`src/rtl/countdown_timer.sv`:
```
// Down-counting tick consumer: loads a start value, decrements on accepted ticks, pulses o_done on expiry.
// Optional periodic mode via COUNTDOWN_TIMER_AUTORELOAD_EN (reload from the last loaded value on expiry).
module countdown_timer #(
  parameter int WIDTH     = 16,
  parameter int DECREMENT = 1
) (
  input  logic             i_clk,
  input  logic             i_reset,
  input  logic             i_start,
  input  logic [WIDTH-1:0] i_load,
  input  logic             i_tick,
  input  logic             i_hold,
  output logic             o_busy,
  output logic             o_done,
  output logic [WIDTH-1:0] o_remaining,
  output logic [1:0]       o_state
);

  typedef enum logic [1:0] {
    IDLE = 2'b00,
    RUN  = 2'b01,
    HOLD = 2'b10,
    DONE = 2'b11
  } state_t;

  localparam logic [WIDTH-1:0] DEC = WIDTH'(DECREMENT);

  state_t           state, state_nxt;
  logic [WIDTH-1:0] remaining, remaining_nxt;
  logic             done_nxt;
  logic             busy_nxt;
`ifdef COUNTDOWN_TIMER_AUTORELOAD_EN
  logic [WIDTH-1:0] reload, reload_nxt;
`endif

  // Callers only use this when a > DEC, but it floors at zero regardless.
  function automatic logic [WIDTH-1:0] sat_sub(input logic [WIDTH-1:0] a);
    sat_sub = (a > DEC) ? (a - DEC) : '0;
  endfunction

  always_comb begin
    state_nxt     = state;
    remaining_nxt = remaining;
    done_nxt      = 1'b0;
`ifdef COUNTDOWN_TIMER_AUTORELOAD_EN
    reload_nxt    = reload;
`endif
    if (i_start) begin
      remaining_nxt = i_load;
`ifdef COUNTDOWN_TIMER_AUTORELOAD_EN
      reload_nxt    = i_load;
`endif
      if (i_load != '0) begin
        state_nxt = RUN;
      end else begin
        state_nxt = DONE;
        done_nxt  = 1'b1;
      end
    end else begin
      unique case (state)
        RUN: begin
          if (i_hold) begin
            state_nxt = HOLD;
          end else if (i_tick) begin
            if (remaining > DEC) begin
              remaining_nxt = sat_sub(remaining);
            end else begin
              done_nxt = 1'b1;
`ifdef COUNTDOWN_TIMER_AUTORELOAD_EN
              remaining_nxt = reload;
`else
              remaining_nxt = '0;
              state_nxt     = DONE;
`endif
            end
          end
        end
        HOLD: begin
          if (!i_hold) state_nxt = RUN;
        end
        DONE: begin
          remaining_nxt = '0;
        end
        default: begin
          state_nxt = state;
        end
      endcase
    end
    busy_nxt = (state_nxt == RUN) || (state_nxt == HOLD);
  end

  always_ff @(posedge i_clk or posedge i_reset) begin
    if (i_reset) begin
      state     <= IDLE;
      remaining <= '0;
      o_done    <= 1'b0;
      o_busy    <= 1'b0;
`ifdef COUNTDOWN_TIMER_AUTORELOAD_EN
      reload    <= '0;
`endif
    end else begin
      state     <= state_nxt;
      remaining <= remaining_nxt;
      o_done    <= done_nxt;
      o_busy    <= busy_nxt;
`ifdef COUNTDOWN_TIMER_AUTORELOAD_EN
      reload    <= reload_nxt;
`endif
    end
  end

  assign o_remaining = remaining;
  assign o_state     = state;

endmodule

```
`config.mk`:
```
export PLATFORM = sky130hd
export DESIGN_NAME = countdown_timer
export DESIGN_NICKNAME = d
export VERILOG_FILES = /design/src/rtl/countdown_timer.sv
export SDC_FILE = /design/constraint.sdc
export NUM_CORES = 1
export LEC_CHECK = 0
export ABC_AREA = 1
export CORE_MARGIN = 4
export CORE_UTILIZATION = 42
export DETAILED_ROUTE_END_ITERATION = 12
export MAX_ROUTING_LAYER = met4
export PLACE_DENSITY = 0.75
export RECOVER_POWER = 25
export SYNTH_ARGS = -nofsm -noshare
export SYNTH_HDL_FRONTEND = slang
export SYNTH_SLANG_ARGS = --single-unit
```
`constraint.sdc`:
```
create_clock -name i_clk -period 1.5 [get_ports i_clk]
set_input_delay 0.3 -clock i_clk [delete_from_list [all_inputs] [get_ports i_clk]]
set_output_delay 0.3 -clock i_clk [all_outputs]
set_load 0.05 [all_outputs]
```
**After elaboration in Yosys (flattened, before gate mapping)**

Cells that the tools add are included.

- Input bits: 21
- Output and inout bits: 20
- Word-level logic and storage cells: 35
- Register bits after elaboration: 20

- Reduce and logical (&&, ||, !) cells: 4
- Muxes and demuxes: 18
- Equal/unequal tests: 7
- Magnitude comparators: 1
- $add $sub $neg: 1

Operators by type and width:

| cell | number |
|---|---|
| two-way mux 16 bit | 4 |
| one-hot mux 16 bit (2 select lines) | 1 |
| greater-than comparator 16 x 1 -> 1 bit, second input constant | 1 |
| nonzero test 16 bit | 1 |
| subtractor 16 x 1 -> 16 bit, second input constant | 1 |
| two-way mux 2 bit | 6 |
| equality test 2 bit, second input constant | 3 |
| two-way mux 1 bit | 6 |
| != test 3 bit, second input constant | 2 |
| equality test 2 x 1 -> 1 bit, second input constant | 2 |
| one-hot mux 2 bit (2 select lines) | 1 |
| AND reduction 3 bit | 1 |
| nonzero test 3 bit | 1 |
| logical OR 1 bit | 1 |

**Longest topological paths before layout**

Gate-level depths: netlist of the first run.

- Word-level depth: 8
- Gate-level depth with buffers: 12
- Gate-level depth less buffers: 12

**Worst setup path before layout of the first run**

OpenSTA, ideal clock, no wires.

- Path type: register to register
- From: register state[1] (netlist: o_state[1])
- To: register remaining[1] (netlist: o_remaining[1])
- Data arrival time: 1.766 ns
- Cell stages (with the launch flop): 11
- Path slack: -0.348 ns
- Period minus slack after synthesis: 1.848 ns
- Data required time: 1.418 ns
- Library setup time: 0.082 ns
- Path buffers: 1
- Cells stage by stage: dfrtp_1 inv_1 ha_1 inv_1 nor2_1 nand2_1 nand2_2 inv_2 buf_2 a21oi_1 a22oi_2

- Longest elaborated chain between the ends: 3
- Elaborated cells between the ends (all ways): 8
- Those cells by class: eq/ne: 4; mux: 2; reduce/logical: 2

Ends and longest elaborated chain:

| item | line | RTL |
|---|---|---|
| start: declaration | 28 | `state_t state, state_nxt;` |
| start signal: assignment | 102 | `state <= state_nxt;` |
| equality test 2 x 1 -> 1 bit / equality test 2 bit (equally long branches) | 60 | `unique case (state)` |
| != test 3 bit (no source line) (tied with other cells) | n/a |  |
| AND reduction 3 bit (no source line) / two-way mux 16 bit (equally long branches) | n/a |  |
| end signal: assignment | 103 | `remaining <= remaining_nxt;` |
| end: declaration | 29 | `logic [WIDTH-1:0] remaining, remaining_nxt;` |

Several ways; a longest one is shown, not always the timed one.
A chain may end at the register's enable or synchronous reset.

**Final worst setup path of the first run**

- From: register remaining[3] (netlist: o_remaining[3])
- To: register remaining[13] (netlist: o_remaining[13])

- Longest elaborated chain between the ends: 6
- Elaborated cells between the ends (all ways): 7
- Those cells by class: add/sub: 1; order compare: 1; mux: 5

Ends and longest elaborated chain:

| item | line | RTL |
|---|---|---|
| subtractor 16 x 1 -> 16 bit / greater-than comparator 16 x 1 -> 1 bit (equally long branches) | 38, 65 |  |
| two-way mux 16 bit * | 65 | `if (remaining > DEC) begin` |
| two-way mux 16 bit * | 64 | `end else if (i_tick) begin` |
| two-way mux 16 bit * | 62 | `if (i_hold) begin` |
| one-hot mux 16 bit (2 select lines) * | 60 |  |
| two-way mux 16 bit * | 48 | `if (i_start) begin` |

Every way passes the cells marked *; elsewhere a longest branch is shown, timed or not. The select of a mux whose other input is x is not followed.

==> impl_metrics.ini, run 1 <==
[timing]
timing.fmax_ghz = 0.577
fin_skew_ps = 3.41
period_needed_ps = 1730
setup_ws_ps = -234
setup_viol = 20
rsz0062_at_grt = true
slew_viol_final = 0
post-route-period-util = 1.16
whs_ps = 602
tns_ps = -1880
maxSlewHeadroom = 0.618
worst_slew_pin_slew_ps = 574
hold_viol = 0

[place]
port_buffers = 40
dp.final_hpwl_um = 3990
routabilityCongestion = 0.893

[global_route]
grt_pass1_vias = 2043
overflow = 0
grt_first_pass_wirelength_um = 8960
antenna_found_initial = 0
grt_max_degree = 21
track_usage = 0.263

[yosys]
synth-adder-area-share = 0.0404
syn_avg_cell_area_um2 = 7.24
synthMuxAreaShare = 0
synthCells = 214
synth-xor-area-share = 0.0170
ys.flop_type = dfrtp_1
synth_compound_area_frac = 0.205
synth_edf_count = 0
async_reset_ff_frac = 1.00
yosys.area.top_type = dfrtp_1
syn-num-nets = 240
yosysTopAreaCellShare = 0.323
synth_seq_cells = 20
yosysWarningCount = 0
synth.cell_area_um2 = 1550
synth.area.top_cells = dfrtp_1 (32%), nand2_1 (9.5%), a21oi_1 (7.8%)
synth-simple-area-share = 0.326
synth_cell_types = 32
synth_top_family_by_area = simple AND/OR/NAND/NOR gates
ys_seq_area_frac = 0.323

[power_and_ir_drop]
power_leakage_nw = 1.40
ir_drop_mv = 1.32
p_per_area_nw_per_um2 = 1980

[die]
die_w_um = 68.7
row_count = 21
io_pins = 41
fp.coreArea_um2 = 3440
die_h_um = 68.7
initial_utilization = 0.450
dieArea_um2 = 4720

[drt]
post_drt_wl_per_cell_um = 20.5
first_pass_iters = 5
ant_nets = 0
drt-initial-drc-count = 242
avgViaCountPerCell = 6.09
wl_um = 7610
route.vias.total = 2258
drc = 0

[setup_path]
cp.required_ps = 1660
crit_top_cell = nor2_2
cp_cell_sequence = nor2_2 > inv_2 > nor2_2 > nand3_1 > nor2_1 > a21oi_2 > o21ai_1 > a21oi_1
crit_path_start_kind = flip-flop
critPathArrivalTime_ps = 1890
cpMaxStageDelayCell = dfrtp_2
critical_path_class = flip-flop to flip-flop
worstPathMaxFanout = 3
crit_path_max_incr_delay_ps = 460
crit_path_end_kind = flip-flop

[status]
violations = setup timing
status = finished, violations left

[clock_network]
clock_latency_ps = 270
path_clk_slew_ps = 80
clockRootBuffer = clkbuf_8
clockBufferDepth = 2
htreeDepth = 1
cts_buffers = 3
cts_tree = yes
cts.sinks = 20

[final_layout]
fill_cells = 133
area_growth_pct = 103
layout-drive-gt1-share = 0.572
multiInputGateArea_um2 = 1190
nNetsFinal = 352
seqCellArea_um2 = 520
antenna_cells = 0

[run]
cap_violations = 0

[hold_path]
holdCritPathClass = flip-flop to flip-flop
## synthesized netlist by cell type, types with 2 or more instances
| library cell | count |
|---|---|
| nand3_2 | 4 |
| ha_1 | 5 |
| o21ai_2 | 2 |
| xor2_1 | 3 |
| o31ai_1 | 2 |
| nand3_1 | 6 |
| nor2_4 | 4 |
| dfrtp_1 | 20 |
| nor2_1 | 22 |
| nand2_2 | 4 |
| buf_2 | 3 |
| nand4_1 | 4 |
| nor3_1 | 4 |
| nor4_1 | 2 |
| nand2_4 | 3 |
| nor2_2 | 4 |
| inv_1 | 24 |
| inv_2 | 5 |
| nand2_1 | 39 |
| o21ai_0 | 2 |
| a21oi_1 | 24 |
| o21ai_1 | 9 |
| a22oi_1 | 10 |
## layer usage
| layer | vias up | wire (um) | GRT usage |
|---|---|---|---|
| met1 | 1076 | 2700 | 0.269 |
| met3 | 56 | 651 | 0.0519 |
| met2 | 180 | 3770 | 0.462 |
| li1 | 946 | - | - |
| met5 | - | 0 | - |
| met4 | 0 | 482 | 0.156 |
## placed cells by master (no fill, tap or decap), types with 4 or more instances in the layout
master | netlist | final
buf_4 | 0 | 62
dfrtp_2 | 0 | 16
nand2_2 | 4 | 7
a21oi_1 | 24 | 10
nand2_1 | 39 | 34
clkdlybuf4s50_1 | 0 | 19
nand4_1 | 4 | 4
a22oi_2 | 1 | 4
nor2_4 | 4 | 11
a21oi_2 | 0 | 13
nand2_4 | 3 | 5
inv_2 | 5 | 6
buf_12 | 0 | 22
a22oi_1 | 10 | 7
o21ai_1 | 9 | 8
nor2_1 | 22 | 13
inv_1 | 24 | 20
dfrtp_1 | 20 | 4
nand3_1 | 6 | 6
nor2_2 | 4 | 6
## worst paths after layout
kind	depth (start not counted)	endpoint	startpoint	slack, ps
worst max-delay path	8	o_remaining[13]$_DFFE_PP0P_	o_remaining[3]$_DFFE_PP0P_	-230
worst min-delay path	1	o_remaining[5]$_DFFE_PP0P_	o_remaining[5]$_DFFE_PP0P_	600
worst max register to register	8	o_remaining[13]$_DFFE_PP0P_	o_remaining[3]$_DFFE_PP0P_	-230
worst min register to register	1	o_remaining[5]$_DFFE_PP0P_	o_remaining[5]$_DFFE_PP0P_	600
max in group asynchronous	3	o_state[0]$_DFF_PP0_	i_reset	480
min in group asynchronous	3	o_remaining[5]$_DFFE_PP0P_	i_reset	610
## through the flow
step                      total power, mW  setup WS, ps  std cells  instance area (um^2)  utilization
after floorplan                      2.97         -93.5        214                  1630            -
after global placement               4.81          -218        348                  2680        0.778
after detailed placement             4.90          -309        348                  2680        0.778
after CTS                            5.43         -29.6        358                  2840        0.824
after global routing                 6.50          -304        371                  3150        0.914
final                                6.23          -234        371                  3150        0.914
## sequential cells by signal, summed over array words and instances, names as in the netlist
name         cells
o_remaining     16
o_state          2
o_busy           1
o_done           1
## logic make-up after synthesis
kind of cell | count (synthesis)
simple gates | 98
compound gates | 53
buf+inv | 35
flops | 20
fa+ha+maj | 5
xor+xnor | 3
## layout make-up
cell class              instances  area share
clock buffers                   4      0.0143
inverters                      31      0.0441
multi-input cells             160       0.378
flip-flops and latches         20       0.165
well taps                      46      0.0183
repair buffers                110       0.380
## worst max-delay path, delay by kind of cell, from the launching register on
kind	cells	cell delay [ps]
AOI/OAI and AO/OA	3	280
buffers and inverters	1	50
DFF	1	460
and+or+nand+nor	4	820
## report_power, final
group	internal (mW)	total [mW]	leakage (nW)	switching, mW
Sequential	0.788	1.14	0.221	0.355
Clock	0.190	0.394	0.0228	0.204
Combinational	2.17	4.69	1.15	2.52
## repair_timing
action,CTS,global route
buffers inserted,5,11
gates cloned,1,2
resized for setup,19,40
hold buffers,0,0
pin swaps,8,19
setup endpoints to repair,8,20
hold endpoints to repair,0,0
Note: power is estimated with default switching activity, not from simulation.
==> run 2, diff against run 1 <==
--- a/config.mk
+++ b/config.mk
@@ -6,7 +6,6 @@
 export NUM_CORES = 1
 export LEC_CHECK = 0
 export ABC_AREA = 1
-export CORE_MARGIN = 4
 export CORE_UTILIZATION = 42
 export DETAILED_ROUTE_END_ITERATION = 12
 export MAX_ROUTING_LAYER = met4
==> run 2 against run 1 <==
Effect of this change:
- the flow still finishes with violations (setup timing)
- sequential share of layout area shrank 0.26 points
- hold slack improved by 18 ps
- first-iteration DRC count up 59%
- routed wire length up 13%
- combinational power up 5.8%
- clock skew grew 1.7 ps
- global-route usage increased by 3.9 points
- flip-flop and latch count did not move
- largest cell class is now multi-input combinational cells
- clock-buffer cell count unchanged
- critical endpoint is now o_remaining[7]$_DFFE_PP0P_
- cell count fell by 0.54%
- utilization grew 1.5 points
- highest routed layer unchanged
==> impl_metrics.ini, run 2 (synthesis results as in run 1) <==
[final_layout]
layout-drive-gt1-share = 0.591
layout_common_cells = buf_4 (60), nand2_1 (32), buf_12 (23)
area_growth_pct = 106
antenna_cells = 0
nNetsFinal = 350
multiInputGateArea_um2 = 1260
fill_cells = 114
stdcell_area_um2 = 3200
postLayoutCoreUtil = 0.929
final_common_cell = buf_4
seqCellArea_um2 = 520
largest_reg_flops = 16

[timing]
tns_ps = -2640
setup_ws_ps = -262
maxSlewHeadroom = 0.597
post-route-period-util = 1.17
worst_slew_pin_slew_ps = 604
setup_viol = 20
slew_viol_final = 0
fin_skew_ps = 5.15
period_needed_ps = 1760
whs_ps = 621
rsz0062_at_grt = true
timing.fmax_ghz = 0.568
hold_viol = 0

[place]
routabilityCongestion = 0.875
place_area_um2 = 2660
port_buffers = 40
dp.final_hpwl_um = 3760

[drt]
drt-initial-drc-count = 384
drc = 0
wl_um = 8590
ant_nets = 0
avgViaCountPerCell = 6.27
route.vias.total = 2315
post_drt_wl_per_cell_um = 23.3
first_pass_iters = 5

[global_route]
grt_max_degree = 21
antenna_found_initial = 0
overflow = 0
grt_first_pass_wirelength_um = 9000
grt_pass1_vias = 1992
track_usage = 0.302

[die]
initial_utilization = 0.450
io_pins = 41
row_count = 21
die_w_um = 62.7
die_h_um = 62.7
fp.coreArea_um2 = 3440
dieArea_um2 = 3940

[setup_path]
worstPathMaxFanout = 5
cp_cell_sequence = inv_4 > ha_4 > nand2_4 > nand2_4 > nand3_4 > nand2_2 > a21oi_1 > o21ai_1 > a22oi_1
crit_top_cell = nand2_4
crit_path_max_incr_delay_ps = 440
crit_start = o_remaining[0]$_DFFE_PP0P_
rr_startpoint = o_remaining[0]$_DFFE_PP0P_
critPathArrivalTime_ps = 1950
critical_path_class = flip-flop to flip-flop
crit_path_start_kind = flip-flop
crit_path_end_kind = flip-flop
cpMaxStageDelayCell = dfrtp_2
cp.required_ps = 1690

[power_and_ir_drop]
p_int_mw = 3.19
p_sw_frac = 0.509
clockPowerShare = 0.061
p_comb_frac = 0.762
p_sw_mw = 3.32
ir_drop_mv = 1.25
p_per_area_nw_per_um2 = 2040
seqPwrFrac = 0.177
power_mw = 6.51
power_leakage_nw = 1.39

[clock_network]
cts_tree = yes
hold_buffers = 0
cts.sinks = 20
cts_buffers = 3
clockRootBuffer = clkbuf_8
clock_latency_ps = 280
htreeDepth = 1
clockBufferDepth = 2
path_clk_slew_ps = 80

[run]
cap_violations = 0

[hold_path]
holdCritPathClass = primary input to async pin

[status]
status = finished, violations left
violations = setup timing
==> run 2: changes by cell type in the layout (fill, tap and decap cells not counted), sizes merged <==
cell    previous run  this run
clkbuf             7         6
buf               87        86
inv               31        30
clkinv             0         1
==> run 2: area by class of cell <==
| cell class | instances | share of cell area |
|---|---|---|
| Tap cell | 46 | 0.0180 |
| Clock buffer | 4 | 0.0141 |
| Multi-Input combinational cell | 160 | 0.394 |
| Sequential cell | 20 | 0.163 |
| Timing Repair Buffer | 108 | 0.368 |
| Inverter | 31 | 0.0438 |
==> run 2: critical path, delay by kind of cell (launching register included) <==
| kind | cells | cell delay, ps |
|---|---|---|
| fa+ha+maj | 1 | 190 |
| compound gates | 3 | 520 |
| simple gates | 4 | 450 |
| flops | 1 | 440 |
| buf+inv | 1 | 70 |
==> run 2: worst paths after layout <==
kind	slack, ps	cells after the start	endpoint
min in group i_clk	660	2	o_remaining[14]$_DFFE_PP0P_
worst min-delay path	620	3	o_remaining[8]$_DFFE_PP0P_
worst max register to register	-260	9	o_remaining[7]$_DFFE_PP0P_
worst max-delay path	-260	9	o_remaining[7]$_DFFE_PP0P_
max in group asynchronous	440	3	o_remaining[12]$_DFFE_PP0P_
worst min register to register	660	2	o_remaining[14]$_DFFE_PP0P_
==> run 2: what timing repair did <==
action	in CTS	in global routing
cloned	1	1
setup buffers	8	9
pin swaps	7	22
resized for setup	18	57
endpoints found under the setup margin	13	20
==> run 2: power groups by stage <==
| stage | clock network, mW | registers (mW) | logic, mW |
|---|---|---|---|
| 4_1_cts | 0.376 | 1.08 | 4.01 |
| 6_report | 0.399 | 1.15 | 4.96 |
| 3_3_place_gp | 0 | 1.04 | 3.72 |
| 5_1_grt | 0.419 | 1.16 | 5.11 |
| 2_1_floorplan | 0 | 1.82 | 1.15 |
| 3_5_place_dp | 0 | 1.06 | 3.79 |
==> run 2: metrics by stage <==
stage	cells	setup WS [ps]
2_1_floorplan	214	-93.5
3_3_place_gp	346	-272
3_5_place_dp	346	-285
4_1_cts	359	-23.9
5_1_grt	369	-320
6_report	369	-262
==> run 2: metal layers <==
layer,part of all wire,GRT usage
met2,0.48,0.533
met4,0.088,0.172
met3,0.095,0.0420
met1,0.33,0.322
met5,0,-
==> RTL edit 1 (flow settings as in run 2) <==
Set the parameter `WIDTH` to 20 (it was 16).
--- a/src/rtl/countdown_timer.sv
+++ b/src/rtl/countdown_timer.sv
@@ -2,5 +2,5 @@
 // Optional periodic mode via COUNTDOWN_TIMER_AUTORELOAD_EN (reload from the last loaded value on expiry).
 module countdown_timer #(
-  parameter int WIDTH     = 16,
+  parameter int WIDTH     = 20,
   parameter int DECREMENT = 1
 ) (
Ports: changed (resized i_load and o_remaining); port bits go from 41 to 49. The function was not compared with the original's and may differ.
==> RTL edit 1 against run 2 <==
The run still ends with setup timing left. Die area increased by 23%. Routed wire length increased by 38%. Hold slack got worse by 0.14 ns. Final cell count increased by 27%. Design area increased by 31%. Area after synthesis increased by 23%. Sequential share of layout area decreased by 1.4 points. Clock power increased by 26%. Sequential cell count increased by 4. Combinational power increased by 33%. Via count increased by 33%. Setup slack got worse by 0.19 ns. Power increased by 30%. Core utilization increased by 3.5 points. Largest cell class is now non-clock buffers.
==> RTL edit 1: results (changes against run 2) <==
outcome: finished with violations (unchanged)
failing checks: setup timing (unchanged)
leakage: 1.87 nW (was 1.39 nW)
GPL Wtd Cong: 0.879 (was 0.875)
gr usage total: 36.2% (was 30.2%)
Hold Path Class: input port to register (was input port to asynchronous set/reset pin)
Synth area leaders: dfrtp_1 31%, nand2_1 12%, a21oi_1 6.5% (was dfrtp_1 32%, nand2_1 9.5%, a21oi_1 7.8%)
Max VDD drop: 0.00165 V (was 0.00125 V)
max FFs per register: 20 (was 16)
vias in the first global route: 2858 (was 1992)
DRT Pass-1 Iters: 6 (was 5)
setup ws final: -0.451 ns (was -0.262 ns)
wire per inst: 25.4 microns (was 23.3 microns)
Reg clk slew, reported paths: 0.11 ns (was 0.08 ns)
DR vias/cell: 6.58 (was 6.27)
pin count of the biggest net entering global routing: 25 (was 21)
Placed Cells: 438 (was 346)
commonest cells in the netlist: 60 x nand2_1, 25 x a21oi_1, 24 x dfrtp_1, 23 x inv_1, 21 x nor2_1 (was 39 x nand2_1, 24 x a21oi_1, 24 x inv_1, 22 x nor2_1, 20 x dfrtp_1)
register area share after synthesis: 31.4% (was 32.3%)
share of layout cells above drive strength 1: 71.4% (was 59.1%)
capturing point of the worst reg2reg path: o_remaining[19]$_DFFE_PP0P_ (was o_remaining[7]$_DFFE_PP0P_)
Setup violations, final: 24 (was 20)
Layout Nets: 447 (was 350)
cell count after synthesis: 259 (was 214)
Detailed Route WL: 11900 microns (was 8590 microns)
Mapped Nets: 289 (was 240)
RTL edit 1: changes by cell type after synthesis, sizes merged, moves of 2 or more:
cell,run 2,this run
nand2,46,69
nand3,10,16
a22oi,11,15
dfrtp,20,24
inv,30,33
nand4,5,2
o21ai,13,10
buf,3,5
nor2,30,32
nor3,4,6
or2,1,3
xor2,3,5
RTL edit 1: worst max path at each step:
stage,to,cells past startpoint,startpoint,slack [ns]
after floorplan,o_remaining[7]$_DFFE_PP0P_,10,o_remaining[0]$_DFFE_PP0P_,-0.11
after global placement,o_busy$_DFF_PP0_,9,i_load[11],-0.38
after detailed placement,o_busy$_DFF_PP0_,9,i_load[11],-0.47
after CTS,o_remaining[15]$_DFFE_PP0P_,13,o_remaining[1]$_DFFE_PP0P_,-0.11
after global routing,o_remaining[19]$_DFFE_PP0P_,9,o_remaining[5]$_DFFE_PP0P_,-0.46
final,o_remaining[19]$_DFFE_PP0P_,9,o_remaining[0]$_DFFE_PP0P_,-0.45
RTL edit 1: what timing repair did:
action | CTS | global route
endpoints found under the setup margin | 24 | 25
cloned | 1 | 1
setup buffers | 13 | 12
pin swaps | 28 | 43
gates resized for setup | 46 | 77
RTL edit 1: cells by family after synthesis:
family	count (synthesis)	share of synthesized area, %
AOI/OAI and AO/OA	53	19.0
adders and majority gates	5	3.27
xor gates and xnor gates	5	2.29
buffers and inverters	40	9.10
DFF	24	31.4
and+or+nand+nor	132	34.9
RTL edit 1: cell type report:
class / count / area (sq um)
Timing Repair Buffer: 160 / 1700
Multi-Input combinational cell: 195 / 1610
Sequential cell: 24 / 624
Fill cell: 92 / 159
Inverter: 33 / 141
Tap cell: 52 / 65.1
Clock buffer: 4 / 55.1
RTL edit 1: worst max-delay path, cell delays in order (launching register included):
cell and delay, ns:
dfrtp_2 0.47, inv_4 0.09, ha_4 0.18, nor2_4 0.05, nor2_4 0.10, nand3_2 0.12
nand2_4 0.19, nor2_1 0.10, nor3_1 0.35, o21ai_1 0.16
RTL edit 1: per-layer routing:
layer	vias up	global-route usage, %	routed length (microns)
met4	0	22.0	977
li1	1163	-	-
met5	-	-	0
met2	322	63.1	5590
met1	1468	38.7	4080
met3	128	5.09	1240
RTL edit 1: through the flow:
stage | setup slack, ns | area, sq um
detailed placement | -0.474 | 3440
floorplan | -0.114 | 2040
finish | -0.451 | 4200
global route | -0.456 | 4200
CTS | -0.107 | 3780
global placement | -0.378 | 3440
RTL edit 1: power groups by stage:
stage                     Combinational [mW]  Sequential [mW]  Clock [mW]
final                                   6.61             1.35       0.503
after global routing                    6.74             1.36       0.504
after CTS                               5.45             1.26       0.480
after detailed placement                4.98             1.23           0
after global placement                  4.86             1.22           0
after floorplan                         1.45             2.18           0
==> RTL edit 2 (flow settings as in run 2) <==
Without the edit above. Register the output `o_remaining` once more, with the module's reset; this adds one clock of latency there. The other outputs are not delayed to match.
--- a/src/rtl/countdown_timer.sv
+++ b/src/rtl/countdown_timer.sv
@@ -110,5 +110,11 @@
   end
 
-  assign o_remaining = remaining;
+  always_ff @(posedge i_clk or posedge i_reset) begin
+    if (i_reset) begin
+      o_remaining <= '0;
+    end else begin
+      o_remaining <= remaining;
+    end
+  end
   assign o_state     = state;
 
Formal check against the unedited RTL: not equivalent (a bounded check fails within 4 cycles, from zero or initial values and one cycle with i_reset high).
==> RTL edit 2 against run 2 <==
The flow still finishes with violations (setup timing). Combinational power fell by 16%. Power rose by 3.6%. Design area rose by 5.9%. Sequential cell count rose by 16. Area after synthesis rose by 24%. Die area rose by 23%. Setup slack improved by 0.19 ns. Routed wire length fell by 31%. Critical endpoint is now remaining[9]$_DFFE_PP0P_. Highest routed layer unchanged.
==> RTL edit 2: results (changes against run 2) <==
clock buffer count from CTS: 5 (was 3)
Synth area leaders: dfrtp_1 47%, nand2_1 8.6%, a21oi_1 6.8% (was dfrtp_1 32%, nand2_1 9.5%, a21oi_1 7.8%)
gr usage total: 23.1% (was 30.2%)
Setup violations, final: 14 (was 20)
share of layout cells above drive strength 1: 48.2% (was 59.1%)
initial DRC count: 108 (was 384)
Fillers: 280 (was 114)
WL met3: 266 microns (was 817 microns)
worst slew pin tran: 0.916 ns (was 0.604 ns)
GPL Wtd Cong: 0.865 (was 0.875)
Mapped Nets: 255 (was 240)
hold slack final: 0.444 ns (was 0.621 ns)
detailed placer's ending HPWL: 3770 microns (was 3760 microns)
insertion delay to the later sink of the worst-skew pair: 0.30 ns (was 0.28 ns)
vias in the first global route: 1824 (was 1992)
Detailed Route WL: 5890 microns (was 8590 microns)
commonest cells in the netlist: 44 x nand2_1, 36 x dfrtp_1, 26 x a21oi_1, 24 x inv_1, 20 x nor2_1 (was 39 x nand2_1, 24 x a21oi_1, 24 x inv_1, 22 x nor2_1, 20 x dfrtp_1)
Max VDD drop: 0.00112 V (was 0.00125 V)
M1 WL: 2350 microns (was 2850 microns)
pre-CTS setup slack: -0.352 ns (was -0.285 ns)
failing checks: setup timing (unchanged)
Synth cell types: 34 (was 32)
Crit path arrival time: 1.80 ns (was 1.95 ns)
Clock Skews: 0.00410 ns (was 0.00515 ns)
leakage: 1.58 nW (was 1.39 nW)
outcome: finished with violations (unchanged)
DR vias/cell: 5.20 (was 6.27)
setup ws final: -0.0711 ns (was -0.262 ns)
RTL edit 2: logic make-up (layout without fill, tap and decap cells):
logic type | after synthesis | in the layout | share of synthesized area [%]
flip-flops | 36 | 36 | 46.9
XOR/XNOR | 3 | 3 | 1.37
AND/OR/NAND/NOR | 99 | 99 | 25.7
AO/OA/AOI/OAI | 52 | 52 | 15.8
buffers and inverters | 34 | 135 | 6.97
adder cells (fa/ha/maj) | 5 | 5 | 3.26
RTL edit 2: worst register-to-register path, stage by stage (launching register included):
cell	delay (ns)
dfrtp_2	0.45
inv_2	0.08
ha_4	0.17
nand2_4	0.09
nand2_2	0.07
nand3_2	0.09
nand2_4	0.10
inv_6	0.12
o21ai_2	0.06
a21o_1	0.17
a21oi_2	0.12
RTL edit 2: stage by stage:
| stage | instances | power, mW | cell area (sq um) | utilization, % | setup TNS (ns) |
|---|---|---|---|---|---|
| floorplan | 229 | 3.56 | 1970 | - | -0.289 |
| global placement | 355 | 5.20 | 2900 | 66.2 | -2.13 |
| detailed placement | 355 | 5.27 | 2900 | 66.2 | -2.47 |
| CTS | 371 | 6.16 | 3100 | 70.7 | -0.0917 |
| global route | 382 | 7.07 | 3390 | 77.3 | -2.13 |
| finish | 382 | 6.74 | 3390 | 77.3 | -0.325 |
RTL edit 2: final timing paths:
check | startpoint | end | cells after the start
min in group asynchronous | i_reset | o_busy$_DFF_PP0_ | 3
min | remaining[14]$_DFFE_PP0P_ | o_remaining[14]$_DFF_PP0_ | 0
min reg2reg | remaining[14]$_DFFE_PP0P_ | o_remaining[14]$_DFF_PP0_ | 0
max in group asynchronous | i_reset | remaining[1]$_DFFE_PP0P_ | 3
max | remaining[0]$_DFFE_PP0P_ | remaining[9]$_DFFE_PP0P_ | 10
max reg2reg | remaining[0]$_DFFE_PP0P_ | remaining[9]$_DFFE_PP0P_ | 10
RTL edit 2: final cells by class:
type / instances / area share [%]
Tap cell: 52 / 1.92
Inverter: 29 / 3.73
Clock buffer: 6 / 2.44
Sequential cell: 36 / 26.8
Multi-Input combinational cell: 159 / 33.4
Clock inverter: 2 / 0.296
Timing Repair Buffer: 98 / 31.4
RTL edit 2: layer usage:
metal / track usage (%) / vias to the layer above
li1: - / 953
met1: 29.2 / 955
met2: 37.6 / 66
met3: 4.51 / 11
met4: 6.89 / 0
met5: - / -
RTL edit 2: report_power, final:
group	internal (mW)	switching (mW)	total, mW
combinational	1.96	2.19	4.16
clock	0.367	0.366	0.733
sequential	1.38	0.470	1.85
total	3.71	3.03	6.74
RTL edit 2: what timing repair did:
| item | CTS | global route |
|---|---|---|
| gates resized for setup | 13 | 53 |
| endpoints found under the setup margin | 13 | 18 |
| pin swaps | 4 | 16 |
| buffers inserted | 8 | 11 |
